===== src/rtl/combo_lock_pkg.sv =====
// Shared types and helpers for the parametrised combination lock.
package combo_lock_pkg;
  localparam int CODE_MAX_W  = 64;
  localparam int DIGIT_MAX_W = 16;

  typedef enum logic [2:0] {
    CLOSED  = 3'd0,
    OPEN    = 3'd1,
    ERROR   = 3'd2,
    FAILED  = 3'd3,
    LOCKOUT = 3'd4,
    PROGRAM = 3'd5
  } lock_status_e;

  // Field idx of an n_digits code; field 0 is the first-entered (most significant) digit.
  function automatic logic [DIGIT_MAX_W-1:0] digit_field(input logic [CODE_MAX_W-1:0] code,
                                                         input int idx, input int n_digits,
                                                         input int digit_w);
    logic [CODE_MAX_W-1:0]  sh;
    logic [DIGIT_MAX_W-1:0] mask;
    sh   = code >> ((n_digits - 1 - idx) * digit_w);
    mask = (DIGIT_MAX_W'(1) << digit_w) - DIGIT_MAX_W'(1);
    return sh[DIGIT_MAX_W-1:0] & mask;
  endfunction
endpackage


===== src/rtl/param_combo_lock_if.sv =====
// Key-entry strobes in, lock status out.
interface param_combo_lock_if
  import combo_lock_pkg::*;
#(
  parameter int N_DIGITS = 6,
  parameter int DIGIT_W  = 4
);
  logic                            digit_valid;
  logic [DIGIT_W-1:0]              digit;
  logic                            relock;
  logic                            prog_en;
  lock_status_e                    status;
  logic [$clog2(N_DIGITS+1)-1:0]   digits_entered;
  logic [3:0]                      fail_count;
  logic                            open;

  modport master (output digit_valid, digit, relock, prog_en,
                  input  status, digits_entered, fail_count, open);
  modport slave  (input  digit_valid, digit, relock, prog_en,
                  output status, digits_entered, fail_count, open);
endinterface


===== src/rtl/param_combo_lock_lockout_timer.sv =====
// Down-counter for the lockout hold-off; zero_o flags expiry.
module lockout_timer #(
  parameter int LOCKOUT_CYCLES = 16
) (
  input  logic clk_i,
  input  logic rst_ni,
  input  logic load_i,
  input  logic dec_i,
  output logic zero_o
);
  localparam int TW = $clog2(LOCKOUT_CYCLES) + 1;

  logic [TW-1:0] cnt_q;

  always_ff @(posedge clk_i or negedge rst_ni) begin
    if (!rst_ni)                      cnt_q <= '0;
    else if (load_i)                  cnt_q <= TW'(LOCKOUT_CYCLES - 1);
    else if (dec_i && cnt_q != '0)    cnt_q <= cnt_q - TW'(1);
  end

  assign zero_o = (cnt_q == '0);
endmodule


===== src/rtl/param_combo_lock.sv =====
// Combination lock with fail counter, timed lockout and run-time programmable code.
module param_combo_lock
  import combo_lock_pkg::*;
#(
  parameter int                          N_DIGITS       = 6,
  parameter int                          DIGIT_W        = 4,
  parameter int                          MAX_DIGIT      = 9,
  parameter logic [N_DIGITS*DIGIT_W-1:0] DEFAULT_CODE   = 24'h797773,
  parameter int                          MAX_TRIES      = 3,
  parameter int                          LOCKOUT_CYCLES = 16
) (
  input logic               clk_i,
  input logic               rst_ni,
  param_combo_lock_if.slave bus
);
  localparam int CODE_W = N_DIGITS * DIGIT_W;
  localparam int CW     = $clog2(N_DIGITS + 1);

  lock_status_e      state_q, state_d;
  logic [CW-1:0]     cnt_q, cnt_d;
  logic [3:0]        fail_q, fail_d;
  logic              mism_q, mism_d;
  logic [CODE_W-1:0] code_q, code_d, shadow_q, shadow_d;
  logic              tmr_load, tmr_dec, tmr_zero;
  logic              legal, last, mm;

  assign legal = (bus.digit <= DIGIT_W'(MAX_DIGIT));
  assign last  = (cnt_q == CW'(N_DIGITS - 1));
  // Sticky mismatch including the digit presented this cycle.
  assign mm    = mism_q | (digit_field(CODE_MAX_W'(code_q), int'(cnt_q), N_DIGITS, DIGIT_W)
                           != DIGIT_MAX_W'(bus.digit));

  always_comb begin
    state_d  = state_q;
    cnt_d    = cnt_q;
    fail_d   = fail_q;
    mism_d   = mism_q;
    code_d   = code_q;
    shadow_d = shadow_q;
    tmr_load = 1'b0;
    tmr_dec  = 1'b0;
    case (state_q)
      CLOSED: begin
        if (bus.relock) begin
          cnt_d  = '0;
          mism_d = 1'b0;
        end else if (bus.digit_valid) begin
          if (!legal) begin
            state_d = ERROR;
          end else if (last) begin
            cnt_d  = '0;
            mism_d = 1'b0;
            if (!mm) begin
              state_d = OPEN;
              fail_d  = '0;
            end else begin
              fail_d = (fail_q == 4'(MAX_TRIES)) ? fail_q : fail_q + 4'd1;
              if (fail_d == 4'(MAX_TRIES)) begin
                state_d  = LOCKOUT;
                tmr_load = 1'b1;
              end else begin
                state_d = FAILED;
              end
            end
          end else begin
            cnt_d  = cnt_q + CW'(1);
            mism_d = mm;
          end
        end
      end
      ERROR, FAILED: begin
        if (bus.relock) begin
          state_d = CLOSED;
          cnt_d   = '0;
          mism_d  = 1'b0;
        end
      end
      LOCKOUT: begin
        if (tmr_zero) begin
          state_d = CLOSED;
          fail_d  = '0;
          cnt_d   = '0;
          mism_d  = 1'b0;
        end else begin
          tmr_dec = 1'b1;
        end
      end
      OPEN: begin
        if (bus.relock) begin
          state_d = CLOSED;
          cnt_d   = '0;
          mism_d  = 1'b0;
        end else if (bus.prog_en) begin
          state_d  = PROGRAM;
          cnt_d    = '0;
          shadow_d = '0;
        end
      end
      PROGRAM: begin
        if (bus.relock) begin
          state_d = CLOSED;
          cnt_d   = '0;
          mism_d  = 1'b0;
        end else if (bus.digit_valid) begin
          if (!legal) begin
            state_d = OPEN;
            cnt_d   = '0;
          end else begin
            shadow_d[(N_DIGITS - 1 - int'(cnt_q)) * DIGIT_W +: DIGIT_W] = bus.digit;
            if (last) begin
              code_d  = shadow_d;
              state_d = OPEN;
              cnt_d   = '0;
            end else begin
              cnt_d = cnt_q + CW'(1);
            end
          end
        end
      end
      default: state_d = CLOSED;
    endcase
  end

  always_ff @(posedge clk_i or negedge rst_ni) begin
    if (!rst_ni) begin
      state_q  <= CLOSED;
      cnt_q    <= '0;
      fail_q   <= '0;
      mism_q   <= 1'b0;
      code_q   <= DEFAULT_CODE;
      shadow_q <= '0;
    end else begin
      state_q  <= state_d;
      cnt_q    <= cnt_d;
      fail_q   <= fail_d;
      mism_q   <= mism_d;
      code_q   <= code_d;
      shadow_q <= shadow_d;
    end
  end

  lockout_timer #(.LOCKOUT_CYCLES(LOCKOUT_CYCLES)) u_tmr (
    .clk_i  (clk_i),
    .rst_ni (rst_ni),
    .load_i (tmr_load),
    .dec_i  (tmr_dec),
    .zero_o (tmr_zero)
  );

  assign bus.status         = state_q;
  assign bus.digits_entered = cnt_q;
  assign bus.fail_count     = fail_q;
  assign bus.open           = (state_q == OPEN);
endmodule


===== src/flat_wrapper.sv =====
// flat-port wrapper written by rule: the top's interface ports become plain ports
module param_combo_lock_flat import combo_lock_pkg::*;
#(
  parameter int                          N_DIGITS       = 6,
  parameter int                          DIGIT_W        = 4,
  parameter int                          MAX_DIGIT      = 9,
  parameter logic [N_DIGITS*DIGIT_W-1:0] DEFAULT_CODE   = 24'h797773,
  parameter int                          MAX_TRIES      = 3,
  parameter int                          LOCKOUT_CYCLES = 16
)
  (clk_i, rst_ni, bus_digit_valid, bus_digit, bus_relock, bus_prog_en, bus_status, bus_digits_entered, bus_fail_count, bus_open);
  param_combo_lock_if #(.N_DIGITS(N_DIGITS), .DIGIT_W(DIGIT_W)) bus_i ();
  input logic clk_i;
  input logic rst_ni;
  input wire logic [$bits(bus_i.digit_valid)-1:0] bus_digit_valid;
  input wire logic [$bits(bus_i.digit)-1:0] bus_digit;
  input wire logic [$bits(bus_i.relock)-1:0] bus_relock;
  input wire logic [$bits(bus_i.prog_en)-1:0] bus_prog_en;
  output wire logic [$bits(bus_i.status)-1:0] bus_status;
  output wire logic [$bits(bus_i.digits_entered)-1:0] bus_digits_entered;
  output wire logic [$bits(bus_i.fail_count)-1:0] bus_fail_count;
  output wire logic [$bits(bus_i.open)-1:0] bus_open;
  assign bus_i.digit_valid = bus_digit_valid;
  assign bus_i.digit = bus_digit;
  assign bus_i.relock = bus_relock;
  assign bus_i.prog_en = bus_prog_en;
  assign bus_status = bus_i.status;
  assign bus_digits_entered = bus_i.digits_entered;
  assign bus_fail_count = bus_i.fail_count;
  assign bus_open = bus_i.open;
  param_combo_lock #(.N_DIGITS(N_DIGITS), .DIGIT_W(DIGIT_W), .MAX_DIGIT(MAX_DIGIT), .DEFAULT_CODE(DEFAULT_CODE), .MAX_TRIES(MAX_TRIES), .LOCKOUT_CYCLES(LOCKOUT_CYCLES)) u_core (.clk_i(clk_i), .rst_ni(rst_ni), .bus(bus_i));
endmodule

===== config.mk =====
export PLATFORM = sky130hd
export DESIGN_NAME = param_combo_lock_flat
export DESIGN_NICKNAME = d
export VERILOG_FILES = /design/src/rtl/combo_lock_pkg.sv /design/src/rtl/param_combo_lock_if.sv /design/src/rtl/param_combo_lock_lockout_timer.sv /design/src/rtl/param_combo_lock.sv /design/src/flat_wrapper.sv
export SDC_FILE = /design/constraint.sdc
export NUM_CORES = 1
export LEC_CHECK = 0
export BUFFER_PORTS_ARGS = -buffer_cell sky130_fd_sc_hd__buf_2
export CAP_MARGIN = 20
export CORE_ASPECT_RATIO = 2
export CORE_MARGIN = 2
export CORE_UTILIZATION = 55
export CTS_CLUSTER_SIZE = 12
export DETAILED_ROUTE_END_ITERATION = 10
export GPL_ROUTABILITY_DRIVEN = 0
export PLACE_DENSITY = 0.84
export SYNTH_ARGS = -nofsm -noshare
export SYNTH_HDL_FRONTEND = slang
export SYNTH_SLANG_ARGS = --single-unit

===== constraint.sdc =====
create_clock -name clk_i -period 2.9 [get_ports clk_i]
set_input_delay 0.58 -clock clk_i [delete_from_list [all_inputs] [get_ports clk_i]]
set_output_delay 0.58 -clock clk_i [all_outputs]
set_load 0.01 [all_outputs]

==> qor.yml <==
routing:
  vias: 3322
  drc: 0
  viasPerCell: 6.198
  drtIter0Drc: 339
  highest_layer: "met4"
  drtPass1Iterations: 7
  wl_per_cell_um: 18.22
  drtAntennaViolNets: 0
  wl_met2_um: 4859
  wl_met1_um: 4157
  wl_um: 9764
  wl_met3_um: 509
synthesis:
  asyncSetResetFlopFracSynth: 1.000
  synthAdderAreaFrac: 0.03796
  synth_compound_area_frac: 0.2448
  synthFlopType: "dfrtp_1"
  synth_top_family_by_area: "compound AO/OA/AOI/OAI gates"
  ys_seq_area_frac: 0.4241
  synth_xor_area_frac: 0.01374
  avgSynthCellArea_um2: 9.169
  syn_area_um2: 3824
  synth-simple-area-share: 0.1774
  synth_cell_types: 60
  synth_area_leaders: "dfrtp_1 (31%), dfstp_2 (11%), nand2_1 (7.0%)"
  ys_seq_elements: 64
  synthMuxAreaShare: 0.05268
  synth.largest_area_cell: "dfrtp_1"
  yosysTopAreaCellShare: 0.3141
  ys_warn_count: 0
  synth-edff-count: 0
  synth_fp_nets: 437
  synth_cells: 417
timing:
  worstMarginPinSlew_ps: 816.1
  max_slew_margin: 0.4509
  finalCriticalPeriod_ps: 2782
  fin_ws_ps: 118.5
  setup-tns-final_ps: 0
  hold_violations: 0
  max_clock_freq_ghz: 0.3595
  rsz0062_at_grt: "false"
  fin_skew_ps: 8.168
  report.final.setup_viol: 0
  period_share: 0.9591
  drv_slew: 0
cts:
  clockBufferDepth: 2
  htree_levels: 3
  root_buffer: "clkbuf_16"
  cts_tree: "yes"
  cts.sinks: 64
  clk_latency_ps: 340
  numCtsBuffers: 9
  hold_buffers: 0
  cts.clk_slew.worst_paths_ps: 60
  post_cts_buffers: 0
  cts_resized: 0
floorplan:
  core-area_um2: 6833
  dieArea_um2: 7676
  die_w_um: 62.96
  ioPinCount: 20
  fp-row-count: 43
  start_util: 0.5596
  die_height_um: 121.9
global_route:
  track_usage: 0.2670
  grt_pass1_wl_um: 15900
  grt_pass1_vias: 3222
  grt_max_degree: 46
  overflow: 0
  antenna_found_initial: 0
cells_and_area:
  fin_nets: 461
  num_antenna_cells: 0
  syn2layout_area_growth_pct: 14.23
  drive_gt1_frac: 0.2040
setup_path:
  crit_path_start_kind: "register"
  r2r_end: "u_core.bus.fail_count[1]"
  rr_worst_depth: 8
  crit_arrival_ps: 2990
  worstPathRequired_ps: 3100
  reg2reg_slack_ps: 120
  critPathKind: "register to register"
  critical_path.max_fanout: 8
  crit_path_end_kind: "register"
  reg2reg_from: "u_core.bus.digits_entered[2]"
power:
  p_per_area_nw_per_um2: 731.7
  leakagePower_nw: 1.881
  ir_drop_v: 0.0005256
job:
  maxCapViolations: 0
hold_path:
  hold_path.class: "input pin to async pin"
placement:
  hpwl_um: 6589
  dp_slack_ps: 85.78
  port_buffers: 19
run_status:
  outcome: "finished, final reports clean"
## final cells by class
| cell class | instances | area [um2] |
|---|---|---|
| clock buffer | 10 | 229.0 |
| clock inverter | 6 | 37.54 |
| fill | 552 | 2465 |
| inverter | 16 | 60.06 |
| multi-input combinational | 309 | 2034 |
| sequential | 64 | 1622 |
| tap | 90 | 112.6 |
| timing repair buffer | 41 | 272.8 |
## registers in the layout, indices dropped and copies added (netlist names)
register,cells
u_core.bus.fail_count,4
u_core.mism_q,1
u_core.shadow_q,24
u_core.u_tmr.cnt_q,5
u_core.bus.status,3
u_core.code_q,24
u_core.bus.digits_entered,3
## critical path, stage by stage, from the launching register on
cell	delay [ps]
dfrtp_1	440
ha_1	440
buf_4	200
mux2i_1	210
nor2_1	80
or4_1	410
a221o_2	490
o21ai_4	250
o211ai_1	130
## cell families after synthesis
group                    after synthesis
multiplexers                          16
AND/OR/NAND/NOR                      140
adder cells (fa/ha/maj)               11
flip-flops                            64
buffers and inverters                 44
XOR/XNOR                               6
AO/OA/AOI/OAI                        136
## stage by stage
stage	power (W)	std cells	hold WS, ps	cell area (um2)	utilization
floorplan	0.001846	417	284.4	3824	-
finish	0.003196	536	277.8	4368	0.6393
CTS	0.003156	536	296.4	4350	0.6367
detailed placement	0.002163	520	470.4	4084	0.5977
global route	0.003354	536	335.0	4368	0.6393
global placement	0.002128	520	456.6	4084	0.5977
## power breakdown
group | internal (W) | total, W | switching [W]
registers | 0.000977 | 0.00108 | 0.000102
clock network | 0.000573 | 0.000970 | 0.000398
logic | 0.000452 | 0.00115 | 0.000696
total | 0.00200 | 0.00320 | 0.00119
## cell usage after synthesis (all sizes together) (2+ instances only)
cell and number:
buf 5, mux2 7, o21ai 46, o31ai 15, nand2b 3, xor2 3
o21a 4, and3 4, nor3b 5, o221ai 3, a32oi 5, a21oi 18
or3b 2, dfrtp 48, ha 10, a221o 2, inv 16, nor3 7
a21boi 8, nand3b 2, nand4b 2, nand4 3, mux2i 7, or4 3
mux4 2, nand2 71, dfstp 16, o211ai 4, nand3 2, nor4 4
nor4b 2, or3 2, xnor2 3, clkbuf 23, a22oi 8, nor2b 4
a22o 15, nor2 20
## worst max-delay path by stage
stage	to	slack (ps)	cells after the start	from
after global routing	u_core.bus.status[1]	20	7	u_core.bus.digits_entered[2]
after CTS	u_core.bus.fail_count[1]	70	7	u_core.bus.digits_entered[2]
final	u_core.bus.fail_count[1]	120	8	u_core.bus.digits_entered[2]
after global placement	u_core.bus.fail_count[1]	240	8	u_core.bus.digits_entered[1]
after detailed placement	u_core.bus.fail_count[1]	90	7	u_core.bus.digits_entered[2]
after floorplan	u_core.bus.status[1]	80	9	u_core.bus.digits_entered[1]
## layout by cell type (no fill, tap or decap), drive strengths merged, types with 15 or more instances in the layout
cell | synthesis | routed
a21oi | 18 | 18
a22o | 15 | 15
buf | 5 | 41
dfrtp | 48 | 48
dfstp | 16 | 16
inv | 16 | 16
nand2 | 71 | 71
nor2 | 20 | 20
o21ai | 46 | 46
o31ai | 15 | 15
## metal layers
metal,vias to the layer above,global-route usage
met5,-,0
met4,0,0.1139
met3,24,0.04340
met2,123,0.4322
met1,1609,0.3539
li1,1566,-
No activity file was read; power rests on OpenSTA's default activity.
